[src/rtl/ledger_telemetry_pkg.sv]
// Shared types for the ledger telemetry block: FSM state and snapshot record.
// Latency: n/a (types only).
// Backpressure: n/a (types only).
package ledger_telemetry_pkg;

    localparam int SNAP_BAL_W = 64;
    localparam int SNAP_CNT_W = 32;

    typedef enum logic {
        IDLE = 1'b0,
        RUN  = 1'b1
    } tele_state_t;

    typedef struct packed {
        logic [SNAP_CNT_W-1:0] window_id;
        logic [SNAP_CNT_W-1:0] tx_count;
        logic [SNAP_CNT_W-1:0] ok_count;
        logic [SNAP_CNT_W-1:0] fail_count;
        logic [SNAP_BAL_W-1:0] usdc_delta;
        logic [SNAP_BAL_W-1:0] gpu_delta;
        logic                  partial;
    } snap_t;

endpackage

[src/rtl/tele_snapshot_reg.sv]
// Single-entry snapshot hold register with a count of snapshots lost while full.
// Latency: load visible on t_* one cycle after load_vld.
// Backpressure: holds until t_valid&&t_ready; loads arriving while held are dropped and counted.
module tele_snapshot_reg
    import ledger_telemetry_pkg::*;
#(
    parameter int CNT_WIDTH = 32
) (
    input  logic                 clk,
    input  logic                 rst_n,
    input  logic                 load_vld,
    input  snap_t                load_dat,
    input  logic                 t_ready,
    output logic                 t_valid,
    output snap_t                t_dat,
    output logic [CNT_WIDTH-1:0] t_dropped
);

    logic [CNT_WIDTH-1:0] drop_cnt;
    logic                 hs;
    logic                 load_ok;

    assign hs      = t_valid && t_ready;
    assign load_ok = load_vld && (!t_valid || hs);

    always_ff @(posedge clk or negedge rst_n) begin
        if (!rst_n) begin
            t_valid   <= 1'b0;
            t_dat     <= '0;
            t_dropped <= '0;
            drop_cnt  <= '0;
        end else if (load_ok) begin
            t_valid   <= 1'b1;
            t_dat     <= load_dat;
            t_dropped <= drop_cnt;
            drop_cnt  <= '0;
        end else if (load_vld) begin
            // Register is full and not draining this cycle: the new snapshot is lost.
            if (!(&drop_cnt)) begin
                drop_cnt <= drop_cnt + 1'b1;
            end
        end else if (hs) begin
            t_valid <= 1'b0;
        end
    end

endmodule

[src/rtl/ledger_telemetry.sv]
// Windowed ledger result counters and fee-vault deltas, emitted as snapshots.
// Latency: snapshot on t_* one cycle after the window closes.
// Backpressure: single-entry output; closes while it is held are dropped and counted.
module ledger_telemetry
    import ledger_telemetry_pkg::*;
#(
    parameter int          BALANCE_WIDTH = 64,
    parameter int          CNT_WIDTH     = 32,
    parameter int unsigned WINDOW_CYCLES = 1024
) (
    input  logic                     clk,
    input  logic                     rst_n,
    input  logic                     s_enable,
    input  logic                     r_valid,
    input  logic                     r_success,
    input  logic [BALANCE_WIDTH-1:0] r_vault_usdc,
    input  logic [BALANCE_WIDTH-1:0] r_vault_gpu,
    output logic                     t_valid,
    input  logic                     t_ready,
    output logic [CNT_WIDTH-1:0]     t_window_id,
    output logic [CNT_WIDTH-1:0]     t_tx_count,
    output logic [CNT_WIDTH-1:0]     t_ok_count,
    output logic [CNT_WIDTH-1:0]     t_fail_count,
    output logic [BALANCE_WIDTH-1:0] t_usdc_delta,
    output logic [BALANCE_WIDTH-1:0] t_gpu_delta,
    output logic                     t_partial,
    output logic [CNT_WIDTH-1:0]     t_dropped
);

    localparam logic [CNT_WIDTH-1:0] LAST = CNT_WIDTH'(WINDOW_CYCLES - 1);

    function automatic logic [CNT_WIDTH-1:0] sat_inc(input logic [CNT_WIDTH-1:0] v,
                                                     input logic                 inc);
        return (inc && !(&v)) ? v + 1'b1 : v;
    endfunction

    tele_state_t state, state_nxt;
    logic                     start, close, partial;
    logic [CNT_WIDTH-1:0]     timer, win_id;
    logic [CNT_WIDTH-1:0]     tx_cnt, ok_cnt, fail_cnt;
    logic [CNT_WIDTH-1:0]     tx_now, ok_now, fail_now;
    logic [BALANCE_WIDTH-1:0] base_usdc, base_gpu;
    snap_t                    snap, snap_q;

    always_comb begin
        state_nxt = state;
        start     = 1'b0;
        close     = 1'b0;
        partial   = 1'b0;
        case (state)
            IDLE: begin
                if (s_enable) begin
                    state_nxt = RUN;
                    start     = 1'b1;
                end
            end
            RUN: begin
                if (!s_enable) begin
                    state_nxt = IDLE;
                    close     = 1'b1;
                    partial   = 1'b1;
                end else if (timer == LAST) begin
                    close = 1'b1;
                end
            end
            default: state_nxt = IDLE;
        endcase
    end

    // The start cycle counts its own result on top of freshly cleared counters.
    assign tx_now   = sat_inc(start ? '0 : tx_cnt,   r_valid);
    assign ok_now   = sat_inc(start ? '0 : ok_cnt,   r_valid && r_success);
    assign fail_now = sat_inc(start ? '0 : fail_cnt, r_valid && !r_success);

    always_ff @(posedge clk or negedge rst_n) begin
        if (!rst_n) begin
            state     <= IDLE;
            timer     <= '0;
            win_id    <= '0;
            tx_cnt    <= '0;
            ok_cnt    <= '0;
            fail_cnt  <= '0;
            base_usdc <= '0;
            base_gpu  <= '0;
        end else begin
            state <= state_nxt;
            if (start) begin
                timer     <= '0;
                base_usdc <= r_vault_usdc;
                base_gpu  <= r_vault_gpu;
                tx_cnt    <= tx_now;
                ok_cnt    <= ok_now;
                fail_cnt  <= fail_now;
            end else if (close) begin
                timer     <= '0;
                base_usdc <= r_vault_usdc;
                base_gpu  <= r_vault_gpu;
                tx_cnt    <= '0;
                ok_cnt    <= '0;
                fail_cnt  <= '0;
                win_id    <= win_id + 1'b1;
            end else if (state == RUN) begin
                timer    <= timer + 1'b1;
                tx_cnt   <= tx_now;
                ok_cnt   <= ok_now;
                fail_cnt <= fail_now;
            end
        end
    end

    always_comb begin
        snap            = '0;
        snap.window_id  = SNAP_CNT_W'(win_id);
        snap.tx_count   = SNAP_CNT_W'(tx_now);
        snap.ok_count   = SNAP_CNT_W'(ok_now);
        snap.fail_count = SNAP_CNT_W'(fail_now);
        snap.usdc_delta = SNAP_BAL_W'(r_vault_usdc - base_usdc);
        snap.gpu_delta  = SNAP_BAL_W'(r_vault_gpu - base_gpu);
        snap.partial    = partial;
    end

    tele_snapshot_reg #(
        .CNT_WIDTH (CNT_WIDTH)
    ) u_snap_reg (
        .clk       (clk),
        .rst_n     (rst_n),
        .load_vld  (close),
        .load_dat  (snap),
        .t_ready   (t_ready),
        .t_valid   (t_valid),
        .t_dat     (snap_q),
        .t_dropped (t_dropped)
    );

    assign t_window_id  = CNT_WIDTH'(snap_q.window_id);
    assign t_tx_count   = CNT_WIDTH'(snap_q.tx_count);
    assign t_ok_count   = CNT_WIDTH'(snap_q.ok_count);
    assign t_fail_count = CNT_WIDTH'(snap_q.fail_count);
    assign t_usdc_delta = BALANCE_WIDTH'(snap_q.usdc_delta);
    assign t_gpu_delta  = BALANCE_WIDTH'(snap_q.gpu_delta);
    assign t_partial    = snap_q.partial;

endmodule

[config.mk]
export PLATFORM = sky130hd
export DESIGN_NAME = ledger_telemetry
export DESIGN_NICKNAME = d
export VERILOG_FILES = /design/src/rtl/ledger_telemetry_pkg.sv /design/src/rtl/tele_snapshot_reg.sv /design/src/rtl/ledger_telemetry.sv
export SDC_FILE = /design/constraint.sdc
export NUM_CORES = 1
export LEC_CHECK = 0
export BUFFER_PORTS_ARGS = -buffer_cell sky130_fd_sc_hd__buf_2
export CORE_MARGIN = 5
export CORE_UTILIZATION = 25
export CTS_CLUSTER_SIZE = 40
export DETAILED_ROUTE_END_ITERATION = 10
export SETUP_SLACK_MARGIN = 0.4
export SYNTH_ARGS = -nofsm -noshare
export SYNTH_HDL_FRONTEND = slang
export SYNTH_HIERARCHICAL = 1
export SYNTH_SLANG_ARGS = --single-unit
[constraint.sdc]
create_clock -name clk -period 4.1 [get_ports clk]
set_clock_uncertainty 0.1 [all_clocks]
set_input_delay 0.41 -clock clk [delete_from_list [all_inputs] [get_ports clk]]
set_output_delay 0.41 -clock clk [all_outputs]
set_load 0.05 [all_outputs]
==> flow_summary.ini, run 1 <==
[run_status]
status = completed

[power]
p_leak_nw = 20.2
ir_drop_mv = 0.490
p_per_area_nw_per_um2 = 501
totalPowerFinal_w = 0.0221

[die]
rows = 138
fp.dieH_um = 386
fp.dieW_um = 386
die_area_um2 = 149000
start_util_pct = 25.1
core_region_area_um2 = 141000
io_pins = 424

[finish]
largest_reg_flops = 257
design_area_um2 = 44100
regMostFlops = u_snap_reg/t_dat
drive_gt1_share_pct = 24.1
nets = 4550
area_delta_synth_final_pct = 24.6
finish.utilization_pct = 31.2
reg_top3 = u_snap_reg/t_dat: 257 flops, base_gpu: 64 flops, base_usdc: 64 flops

[timing]
fin_crit_sh_pct = 90.6
worst_slack_ps = 386
hold_viol_final = 0
slew_viol_final = 0
max_freq_mhz = 269
fin_hold_ws_ps = 151
min_period_ps = 3710
rsz0062_at_grt = yes
setup_viol_count_final = 0
slew-limit-headroom_pct = 29.5
tightestPinTransition_ps = 1050

[route]
ant_nets = 0
wire_per_inst_um = 17.8
dr.pass1.iters = 6
wl_mm = 111
viasPerCell = 4.81
dr.first_iter.drc_count = 1804
drcViolationCount = 0
num_vias = 29977

[min_path]
hold_path_class = input pin to flop

[global_routing]
grt_pass1_wl_mm = 172
grt_max_degree = 95
grt_pass1_vias = 29563
grt_remaining_overflow = 0
antenna_found_initial = 3
grtUsageTotal_pct = 14.4

[clock_network]
clkLatencyLatePin_ps = 670
clkTransAtPathRegs_ps = 60
cts_tree = built
clockBufferDepth = 3
cts_sinks = 611
cts_buffers = 76
htreeDepth = 3
cts-root-buf = clkbuf_16

[place]
gp_congestion = 0.876
dpl.hpwl_mm = 81.4
port_buffers = 423
place_area_um2 = 40000
dp_slack_ps = -265

[worst_setup_path]
endpoint_kind = flop
cp_data_arrival_time_ps = 4150
worstSetupPathType = input pin to flop
path_max_fanout = 4
required_ps = 4540
cp-start-kind = input pin

[synthesis]
ys_ff_latch = 611
synth_area_per_cell_um2 = 9.45
synth_nets = 4017
netlist_instances = 3749
ys_seq_area_share_pct = 43.2
ys_types = 98
yosysWarningCount = 6
netlist_area_um2 = 35400
synth-main-ff-cell = dfrtp_1
async_flop_share_pct = 100
synth-edff-count = 0

[run]
maxCapViolCount = 0
[layout make-up]
class	count	area, um^2
fill	14595	97100
multi-input combinational	2762	18800
sequential	611	15300
timing repair buffer	643	4270
tap	1890	2360
clock buffer	98	2120
inverter	188	706
clock inverter	42	541
antenna	2	5.00
[report_power, final]
part | leakage (nW) | internal [W] | switching [W]
Clock | 1.32 | 0.00428 | 0.00291
Sequential | 7.98 | 0.00690 | 0.000559
Combinational | 10.9 | 0.00228 | 0.00519
Total | 20.2 | 0.0135 | 0.00866
[worst paths after layout]
check | from | end | slack [ps] | cells after the start
max | r_vault_gpu[2] | u_snap_reg/t_dat[63] | 390 | 14
min | t_ready | u_snap_reg/drop_cnt[1] | 150 | 5
max reg2reg | base_gpu[0] | u_snap_reg/t_dat[63] | 430 | 13
min reg2reg | win_id[31] | win_id[31] | 370 | 1
max in group asynchronous | rst_n | base_usdc[57] | 2530 | 3
min in group asynchronous | rst_n | tx_cnt[19] | 370 | 2
[cells in the mapped netlist, types with 28 or more instances]
cell type | instances | area [um^2]
a21o_1 | 58 | 435
a21oi_1 | 210 | 1050
a22oi_1 | 31 | 233
a31oi_1 | 28 | 175
and3_1 | 57 | 357
buf_2 | 38 | 190
clkbuf_1 | 136 | 510
dfrtp_1 | 611 | 15300
ha_1 | 132 | 1650
inv_1 | 187 | 702
mux2_2 | 304 | 3420
nand2_1 | 459 | 1720
nand3_1 | 124 | 621
nand4_1 | 73 | 457
nor2_1 | 229 | 860
nor3_1 | 40 | 200
o21ai_0 | 309 | 1550
o21bai_1 | 40 | 300
o22ai_1 | 43 | 269
o31ai_1 | 29 | 218
xnor2_1 | 150 | 1310
xor2_1 | 99 | 867
[critical path, cell delays in order]
cell	delay, ps
dlygate4sd3_1	530
buf_2	130
ha_1	330
nor2b_1	170
o31a_1	300
o31ai_4	420
nand4_1	190
a31o_2	280
a311oi_4	320
o31ai_1	210
a211o_1	340
a21oi_1	190
xnor2_1	80
mux2_2	250
[routing by layer]
metal  share of wire (%)  wire [um]  vias up  global-route usage [%]
li1                    -          -    14334                       -
met1                  45      49900    14807                    19.1
met2                  47      52600      707                    24.1
met3                 5.6       6230      127                    2.82
met4                 2.0       2240        2                    3.77
met5               0.011         12        -                       0
[logic make-up after synthesis]
kind of cell,count (synthesis),synth area share [%]
xor gates and xnor gates,249,6.16
AOI/OAI and AO/OA,899,15.8
DFF,611,43.2
buffers and inverters,376,4.20
adders and majority gates,134,4.78
muxes,307,9.75
and+or+nand+nor,1173,16.1
[metrics by stage]
stage,std cells,setup TNS [ps]
floorplan,3749,0
global placement,5962,-920
detailed placement,5962,-1210
CTS,6233,0
global route,6236,0
finish,6236,0
[layout by cell type (no fill, tap or decap), types with 39 or more instances in the layout]
cell and count:
a21o_1 58, a21oi_1 208, and3_1 57, buf_2 422, buf_4 77, clkbuf_16 76, dfrtp_1 610, dlygate4sd3_1 130
ha_1 129, inv_1 187, mux2_2 304, nand2_1 458, nand3_1 123, nand4_1 73, nor2_1 227, nor3_1 39
o21ai_0 304, o21bai_1 39, o22ai_1 43, xnor2_1 150, xor2_1 99
[repair_timing]
| item | in CTS | in global routing |
|---|---|---|
| resized for setup | 12 | 24 |
| pin swaps | 7 | 5 |
| setup buffers | 1 | 1 |
| hold buffers | 130 | 0 |
| endpoints found under the hold margin | 209 | 0 |
| setup endpoints to repair | 23 | 37 |
No activity file was read; power rests on OpenSTA's default activity.
==> run 2: changes to the inputs <==
Settings changed: MAX_ROUTING_LAYER set to met4, SETUP_SLACK_MARGIN 0.4 to 0.2.
==> flow_summary.ini, run 2 (synthesis gave the netlist of run 1 again) <==
[run_status]
status = completed

[global_routing]
antenna_found_initial = 2
grt_pass1_vias = 29538
grt_remaining_overflow = 0
grt_max_degree = 104
grtUsageTotal_pct = 14.8
grt_pass1_wl_mm = 171

[route]
ant_nets = 0
dr.first_iter.drc_count = 1934
wl_mm = 111
num_vias = 29975
viasPerCell = 4.80
wire_per_inst_um = 17.7
drcViolationCount = 0
dr.pass1.iters = 6

[worst_setup_path]
cp_slowest_cell = dlygate4sd3_1
cp_data_arrival_time_ps = 4280
crit_family = compound AO/OA/AOI/OAI gates
crit_cells = 14
reg2reg_to = u_snap_reg/t_dat[123]
path_max_fanout = 5
slowest_delay_ps = 570
required_ps = 4530
endpoint_kind = flop
ff2ff_path_depth = 13
endpoint = u_snap_reg/t_dat[64]
regToRegSetupSlack_ps = 370
crit_start = r_vault_gpu[9]
worstPathCellList = dlygate4sd3_1, buf_2, ha_1, and4_1, nand4_1, or3_1, o21ai_0, o21ai_1, a211oi_2, o21ai_0, a31oi_2, a21boi_0, xnor2_1, mux2_2
timing.rr.start = base_usdc[0]
worstSetupPathType = input pin to flop
critPathBufInv = 2
cp-start-kind = input pin
crit_top_cell = o21ai_0

[timing]
fin_hold_ws_ps = 130
slew_viol_final = 0
hold_viol_final = 0
slew-limit-headroom_pct = 39.7
setup_viol_count_final = 0
fin_crit_sh_pct = 94.1
tightestPinTransition_ps = 898
rsz0062_at_grt = yes
max_freq_mhz = 259
min_period_ps = 3860

[finish]
design_area_um2 = 44200
regMostFlops = u_snap_reg/t_dat
nets = 4551
area_delta_synth_final_pct = 24.8
layout_common_cells = dfrtp_1, nand2_1, buf_2
layout_commonest_cell = dfrtp_1
multi_input_area_um2 = 18800
drive_gt1_share_pct = 23.6
n_fill_cell = 14707
ff_latch_area_um2 = 15300
finish.utilization_pct = 31.3
largest_reg_flops = 257
reg_top3 = u_snap_reg/t_dat: 257 flops, base_gpu: 64 flops, base_usdc: 64 flops

[clock_network]
cts_tree = built
htreeDepth = 3
clkTransAtPathRegs_ps = 60
cts-root-buf = clkbuf_16
clkLatencyLatePin_ps = 690
clockBufferDepth = 3
cts_sinks = 611
cts_buffers = 77

[die]
fp.dieH_um = 386
rows = 138
fp.dieW_um = 386
die_area_um2 = 149000
io_pins = 424
start_util_pct = 25.1
core_region_area_um2 = 141000

[run]
maxCapViolCount = 0

[min_path]
hold_path_class = input pin to flop

[place]
port_buffers = 423
place_area_um2 = 40000
gp_congestion = 0.880
dpl.hpwl_mm = 81.2

[power]
ir_drop_mv = 0.402
p_per_area_nw_per_um2 = 506
p_leak_nw = 20.2
[run 2: changes by cell type in the layout (fill, tap and decap cells not counted), sizes merged]
cell	change
bufinv	+1
diode	+2
clkbuf	+13
inv	-6
clkinvlp	+2
clkinv	-6
[run 2: power by group]
| part | switching [W] | total, W | internal (W) |
|---|---|---|---|
| Clock | 0.00296 | 0.00742 | 0.00447 |
| Sequential | 0.000566 | 0.00747 | 0.00690 |
| Combinational | 0.00518 | 0.00747 | 0.00229 |
[run 2: how the worst min path moves through the flow]
stage | startpoint | endpoint | slack (ps) | depth (start not counted)
floorplan | rst_n | base_gpu[0] | 10 | 0
global placement | u_snap_reg/t_dropped[20] | u_snap_reg/t_dropped[20] | 360 | 2
detailed placement | u_snap_reg/t_dropped[31] | u_snap_reg/t_dropped[31] | 370 | 2
CTS | t_ready | u_snap_reg/drop_cnt[1] | 70 | 5
global route | t_ready | u_snap_reg/drop_cnt[1] | 140 | 5
finish | t_ready | u_snap_reg/drop_cnt[1] | 130 | 5
[run 2: final cells by class]
type | instances | area share, %
Clock inverter | 33 | 1.29
Timing Repair Buffer | 643 | 9.65
Sequential cell | 611 | 34.6
Antenna cell | 4 | 0.0226
Clock buffer | 111 | 5.03
Inverter | 188 | 1.60
Tap cell | 1890 | 5.35
Multi-Input combinational cell | 2762 | 42.5
[run 2: what timing repair did]
action                                 in CTS  in global routing
hold buffers                              130                  0
endpoints found under the hold margin     195                  0
resized for setup                           3                 16
pin swaps                                   0                  9
setup endpoints to repair                   6                 23
setup buffers                               0                  2
[run 2: worst min-delay path, cell delays in order]
cell and delay (ps):
buf_2 90, nor2b_1 40, buf_4 170, nand2_1 80
o21ai_0 60
[run 2: layer usage]
metal | vias to the layer above | wire length, um | track usage, %
met4 | 0 | 3350 | 4.83
met2 | 772 | 51100 | 23.3
li1 | 14342 | - | -
met1 | 14687 | 49700 | 19.2
met3 | 174 | 6430 | 2.79
met5 | - | 0 | -
[run 2: metrics by stage]
step | setup slack (ps) | std cells | setup TNS (ps) | power [W]
2_1_floorplan | 348 | 3749 | 0 | 0.0127
3_3_place_gp | -173 | 5962 | -173 | 0.0149
3_5_place_dp | -176 | 5962 | -265 | 0.0149
4_1_cts | 208 | 6236 | 0 | 0.0226
5_1_grt | 135 | 6240 | 0 | 0.0234
6_report | 240 | 6242 | 0 | 0.0224
